===== src/rtl/mem_wb_stage.sv =====
// MEM/WB pipeline register with writeback source select, load lane extraction
// and misaligned-load detection. Outputs are decoded from the WB registers.
module mem_wb_stage #(
  parameter int unsigned DATA_W = 32,
  parameter int unsigned REG_AW = 5
) (
  input  logic              clk,
  input  logic              rst,
  input  logic              stall,
  input  logic              flush,
  input  logic              in_valid,
  input  logic [1:0]        in_m2r_sel,
  input  logic [DATA_W-1:0] in_alu_result,
  input  logic [DATA_W-1:0] in_dm_out,
  input  logic [DATA_W-1:0] in_pc_plus4,
  input  logic [DATA_W-1:0] in_hilo,
  input  logic [1:0]        in_ld_size,
  input  logic              in_ld_unsigned,
  input  logic              in_reg_write,
  input  logic [REG_AW-1:0] in_rd,
  output logic              wb_valid,
  output logic              wb_reg_write,
  output logic [REG_AW-1:0] wb_rd,
  output logic [DATA_W-1:0] wb_data,
  output logic              misalign_err
);

  localparam int unsigned OFF_W = $clog2(DATA_W / 8);

  localparam logic [1:0] M2R_ALU     = 2'b00;
  localparam logic [1:0] M2R_MEM     = 2'b01;
  localparam logic [1:0] M2R_PCPLUS4 = 2'b10;
  localparam logic [1:0] M2R_HILO    = 2'b11;

  localparam logic [1:0] LD_B = 2'b00;
  localparam logic [1:0] LD_H = 2'b01;
  localparam logic [1:0] LD_W = 2'b10;

  logic              valid_q;
  logic [1:0]        m2r_sel_q;
  logic [DATA_W-1:0] alu_result_q;
  logic [DATA_W-1:0] dm_out_q;
  logic [DATA_W-1:0] pc_plus4_q;
  logic [DATA_W-1:0] hilo_q;
  logic [1:0]        ld_size_q;
  logic              ld_unsigned_q;
  logic              reg_write_q;
  logic [REG_AW-1:0] rd_q;

  // Priority: reset, then flush (bubble), then stall (hold), else load.
  always_ff @(posedge clk) begin
    if (rst) begin
      valid_q       <= 1'b0;
      m2r_sel_q     <= '0;
      alu_result_q  <= '0;
      dm_out_q      <= '0;
      pc_plus4_q    <= '0;
      hilo_q        <= '0;
      ld_size_q     <= '0;
      ld_unsigned_q <= 1'b0;
      reg_write_q   <= 1'b0;
      rd_q          <= '0;
    end else if (flush) begin
      valid_q     <= 1'b0;
      reg_write_q <= 1'b0;
    end else if (!stall) begin
      valid_q       <= in_valid;
      m2r_sel_q     <= in_m2r_sel;
      alu_result_q  <= in_alu_result;
      dm_out_q      <= in_dm_out;
      pc_plus4_q    <= in_pc_plus4;
      hilo_q        <= in_hilo;
      ld_size_q     <= in_ld_size;
      ld_unsigned_q <= in_ld_unsigned;
      reg_write_q   <= in_reg_write;
      rd_q          <= in_rd;
    end
  end

  logic [OFF_W-1:0] off;
  logic [1:0]       eff_size;
  logic [31:0]      lane_bits;
  logic [31:0]      word_lane;
  logic [DATA_W-1:0] load_val;
  logic             misaligned;

  assign off = alu_result_q[OFF_W-1:0];
  // A dword request on a 32-bit datapath behaves as a word load.
  assign eff_size  = (DATA_W == 32 && ld_size_q == 2'b11) ? LD_W : ld_size_q;
  assign lane_bits = 32'(dm_out_q >> {off, 3'b000});
  assign word_lane = (DATA_W == 32) ? dm_out_q[31:0] : lane_bits;

  // Lane extraction with sign or zero extension.
  always_comb begin
    load_val = '0;
    case (eff_size)
      LD_B: begin
        if (ld_unsigned_q) load_val = DATA_W'(lane_bits[7:0]);
        else               load_val = DATA_W'($signed(lane_bits[7:0]));
      end
      LD_H: begin
        if (ld_unsigned_q) load_val = DATA_W'(lane_bits[15:0]);
        else               load_val = DATA_W'($signed(lane_bits[15:0]));
      end
      LD_W: begin
        if (ld_unsigned_q) load_val = DATA_W'(word_lane);
        else               load_val = DATA_W'($signed(word_lane));
      end
      default: load_val = dm_out_q;
    endcase
  end

  always_comb begin
    misaligned = 1'b0;
    case (eff_size)
      LD_B:    misaligned = 1'b0;
      LD_H:    misaligned = (off & OFF_W'(1)) != '0;
      LD_W:    misaligned = (off & OFF_W'(3)) != '0;
      default: misaligned = (off & OFF_W'(7)) != '0;
    endcase
  end

  always_comb begin
    wb_data = alu_result_q;
    case (m2r_sel_q)
      M2R_ALU:     wb_data = alu_result_q;
      M2R_MEM:     wb_data = load_val;
      M2R_PCPLUS4: wb_data = pc_plus4_q;
      M2R_HILO:    wb_data = hilo_q;
      default:     wb_data = alu_result_q;
    endcase
  end

  assign misalign_err = valid_q & (m2r_sel_q == M2R_MEM) & misaligned;
  assign wb_valid     = valid_q;
  assign wb_rd        = rd_q;
  // r0 is hardwired, so a write to it is suppressed.
  assign wb_reg_write = valid_q & reg_write_q & ~misalign_err & (rd_q != '0);

endmodule


===== config.mk =====
export PLATFORM = sky130hd
export DESIGN_NAME = mem_wb_stage
export DESIGN_NICKNAME = d
export VERILOG_FILES = /design/src/rtl/mem_wb_stage.sv
export SDC_FILE = /design/constraint.sdc
export NUM_CORES = 1
export LEC_CHECK = 0
export CORE_ASPECT_RATIO = 1.25
export CORE_MARGIN = 2
export CORE_UTILIZATION = 40
export CTS_CLUSTER_DIAMETER = 50
export DETAILED_ROUTE_END_ITERATION = 8
export PLACE_DENSITY = 0.69
export SLEW_MARGIN = 5
export SYNTH_ARGS = -nofsm -noshare
export SYNTH_HDL_FRONTEND = slang
export SYNTH_SLANG_ARGS = --single-unit

===== constraint.sdc =====
create_clock -name clk -period 4.8 [get_ports clk]
set_clock_uncertainty 0.05 [all_clocks]
set_input_delay 0.96 -clock clk [delete_from_list [all_inputs] [get_ports clk]]
set_output_delay 0.96 -clock clk [all_outputs]
set_load 0.02 [all_outputs]

==> results.py <==
metrics = {
    "status": {
        "outcome": "completed",
    },
    "logic_synthesis": {
        "synth.cell_area_sq_um": 6360,
        "synth_seq_area_share_pct": 44.1,
        "synth_top_flop_cell": "sky130_fd_sc_hd__dfxtp_1",
        "cell_count_after_synthesis": 829,
        "yosys-top-cells-area": "sky130_fd_sc_hd__dfxtp_1 (44%), sky130_fd_sc_hd__nand2_1 (17%), sky130_fd_sc_hd__a21oi_1 (13%)",
        "synth-async-reset-ratio_pct": 0,
        "synth.avg_cell_area_sq_um": 7.67,
        "nets_in_the_synthesized_netlist": 973,
        "synth_enable_flop_cells": 0,
        "yosysTopAreaCell": "sky130_fd_sc_hd__dfxtp_1",
        "yosys_warnings": 0,
        "synth_top_area_share_pct": 44.1,
        "ys_ff_latch": 140,
        "number_of_library_cell_types_mapped_by_synthesis": 42,
    },
    "timing": {
        "final.setup.tns_ns": 0,
        "final.setup.worst_slack_ns": 0.627,
        "rsz0062_at_grt": "false",
        "fmax_mhz": 240,
        "max_slew_margin_pct": 36.5,
        "whs_ns": 0.401,
        "setup-violations-final": 0,
        "slew_viol_final": 0,
        "final.period_utilization_pct": 86.9,
        "worst_margin_slew_ns": 0.949,
        "final-hold-violation-count": 0,
        "min_period_ns": 4.17,
    },
    "setup_path": {
        "r2r-start": "m2r_sel_q[1]",
        "critical_path.endpoint_type": "primary output",
        "worst-endpoint-required_ns": 3.79,
        "critical-path-slowest-cell": "sky130_fd_sc_hd__clkdlybuf4s50_1",
        "crit_buf_inv": 1,
        "critical_path_class": "flop to primary output",
        "worstReg2RegEnd": "m2r_sel_q[1]",
        "timing.critical_path.cells": "nand2b_4, or3_4, a31oi_4, o22a_1, clkdlybuf4s50_1",
        "crit_family": "simple AND/OR/NAND/NOR gates",
        "timing.critical_path.fanout_max": 24,
        "startpoint_kind_of_the_worst_setup_timing_path": "flop",
        "worst_path_largest_cell_delay_ns": 0.60,
        "timing.reg2reg.worst_path_depth": 3,
        "regToRegSetupSlack_ns": 3.14,
        "critical_path_arrival_ns": 3.16,
    },
    "route": {
        "num_vias": 6217,
        "route.detailed.vias_per_inst": 5.21,
        "detail_route.first_pass.iterations": 5,
        "drt-total-wl_mm": 19.6,
        "drt_iter0_markers": 531,
        "drtAntennaViolNets": 0,
        "dr_wl_cell_um": 16.4,
        "drc": 0,
    },
    "hold_path": {
        "holdCritStartpoint": "hilo_q[1]",
        "timing.hold.worst_path_depth": 2,
        "capture_endpoint_of_the_worst_hold_path": "hilo_q[1]",
        "holdCritPathClass": "flop to flop",
    },
    "power": {
        "overall_power_consumption_uw": 2980,
        "ir_drop_v": 0.000229,
        "p_leak_uw": 0.00314,
        "power.density_nw_per_um2": 338,
    },
    "cts": {
        "post-cts-setup-buffers": 0,
        "clock_pin_slew_on_the_worst_setup_and_hold_paths_ns": 0.06,
        "cts_hold_buf": 0,
        "numClockSinks": 140,
        "root_buffer_cell": "sky130_fd_sc_hd__clkbuf_16",
        "numCtsBuffers": 17,
        "worst_skew_pair_later_pin_latency_ns": 0.41,
        "number_of_instances_resized_during_post_cts_repair": 0,
        "h-tree-depth": 4,
        "cts_tree": "yes",
        "ctsLongestPathBuffers": 2,
    },
    "placed_design": {
        "io_buffers": 183,
        "placedInstanceArea_sq_um": 8250,
        "gpl.final_weighted_congestion": 0.894,
        "place_hpwl_mm": 13.8,
        "detailedPlace.worstSlack_ns": 1.09,
    },
    "cells_and_area": {
        "ff_latch_area_sq_um": 2800,
        "layout.cell_area.non_filler_sq_um": 8820,
        "area_grow_syn2layout_pct": 38.6,
        "design.final.nets": 1112,
        "layout-drive-gt1-share_pct": 7.14,
        "multi_input_area_sq_um": 3230,
        "num_antenna_cells": 0,
        "n_fill_cell": 1502,
    },
    "global_route": {
        "grt_max_degree": 104,
        "grt_first_pass_wirelength_mm": 30.7,
        "grt-ovfl-total": 0,
        "grt_antenna_before_repair": 0,
        "grt_pass1_vias": 6009,
        "gr_util_all_layers_pct": 23.3,
    },
    "floorplanning": {
        "floorplan.io_pins": 184,
        "die_h_um": 145,
        "initial_utilization_pct": 40.9,
        "dieArea_sq_um": 16900,
        "die_width_um": 117,
        "core_area_sq_um": 15600,
        "std_cell_rows": 51,
    },
    "run": {
        "max_cap_violations": 0,
    },
}
[where the power goes]
| group | total (uW) | leakage (uW) | internal (uW) | switching (uW) |
|---|---|---|---|---|
| clock network | 1280 | 0.000281 | 802 | 475 |
| registers | 1260 | 0.00115 | 1220 | 43.9 |
| logic | 443 | 0.00171 | 230 | 213 |
| total | 2980 | 0.00314 | 2250 | 732 |
[cell type report]
type | count | area share (%)
Timing Repair Buffer | 193 | 21.7
Sequential cell | 140 | 31.8
Tap cell | 212 | 3.01
Multi-Input combinational cell | 608 | 36.6
Clock inverter | 7 | 0.993
Inverter | 8 | 0.341
Clock buffer | 25 | 5.51
[layer usage]
metal  vias to the layer above  global-route usage [%]  share of wire (%)
li1                       3112                       -                  -
met1                      2831                    27.7                 41
met2                       225                    39.3                 50
met3                        49                    6.52                6.6
met4                         0                    8.71                3.0
met5                         -                       0                  0
[state kept, by name, indices dropped and copies added, names as in the netlist]
name / flops
alu_result_q: 32
dm_out_q: 32
hilo_q: 32
ld_size_q: 2
ld_unsigned_q: 1
m2r_sel_q: 2
pc_plus4_q: 32
reg_write_q: 1
wb_rd: 5
wb_valid: 1
[stage by stage]
stage | instances | util, %
3_5_place_dp | 1161 | 53.0
2_1_floorplan | 829 | -
3_3_place_gp | 1161 | 53.0
4_1_cts | 1193 | 56.6
6_report | 1193 | 56.6
5_1_grt | 1193 | 56.6
[cell families after synthesis]
| logic type | share of synthesized area (%) |
|---|---|
| AND/OR/NAND/NOR | 20.6 |
| AO/OA/AOI/OAI | 23.7 |
| flip-flops | 44.1 |
| buffers and inverters | 5.35 |
| multiplexers | 6.33 |
[how the worst max path moves through the flow]
stage,from,end,slack (ns),cells after the start
after floorplan,m2r_sel_q[0],wb_data[7],2.28,5
after global placement,m2r_sel_q[1],wb_data[27],1.15,5
after detailed placement,m2r_sel_q[1],wb_data[17],1.09,5
after CTS,m2r_sel_q[1],wb_data[17],0.62,5
after global routing,m2r_sel_q[1],wb_data[19],0.50,5
final,m2r_sel_q[1],wb_data[17],0.63,5
[placed cells by master, fill, tap and decap left out, types with 2 or more instances in the layout]
cell type and count:
sky130_fd_sc_hd__o211ai_2 7, sky130_fd_sc_hd__mux2i_1 20, sky130_fd_sc_hd__nand2b_1 7, sky130_fd_sc_hd__clkbuf_1 5, sky130_fd_sc_hd__buf_4 10, sky130_fd_sc_hd__a21oi_1 169
sky130_fd_sc_hd__clkbuf_8 3, sky130_fd_sc_hd__nor2_1 5, sky130_fd_sc_hd__nor3_1 4, sky130_fd_sc_hd__a32oi_1 7, sky130_fd_sc_hd__o221ai_1 7, sky130_fd_sc_hd__nor2b_1 4
sky130_fd_sc_hd__clkbuf_16 17, sky130_fd_sc_hd__o211ai_1 2, sky130_fd_sc_hd__and2_1 2, sky130_fd_sc_hd__nand2_1 295, sky130_fd_sc_hd__dfxtp_1 139, sky130_fd_sc_hd__clkdlybuf4s50_1 182
sky130_fd_sc_hd__a222oi_1 7, sky130_fd_sc_hd__clkinv_2 4, sky130_fd_sc_hd__a22oi_1 14, sky130_fd_sc_hd__mux2_2 16, sky130_fd_sc_hd__bufinv_16 2, sky130_fd_sc_hd__o21ai_0 7
sky130_fd_sc_hd__inv_1 8, sky130_fd_sc_hd__o22a_1 15
[tightest hold or removal path: stages (launching register included)]
cell and delay, ns:
sky130_fd_sc_hd__dfxtp_1 0.30, sky130_fd_sc_hd__nand2_1 0.05, sky130_fd_sc_hd__a21oi_1 0.05
[synth_stat cells (all sizes together), types with 4 or more instances]
master	number
o22a	15
mux2	16
buf	21
dfxtp	140
clkbuf	52
nand2	295
a222oi	7
nor3	4
mux2i	20
a21oi	169
o221ai	7
nor2b	4
nand2b	8
inv	8
a22oi	15
a32oi	7
nor2	6
o21ai	8
o211ai	9
No activity file was read; power rests on OpenSTA's default activity.
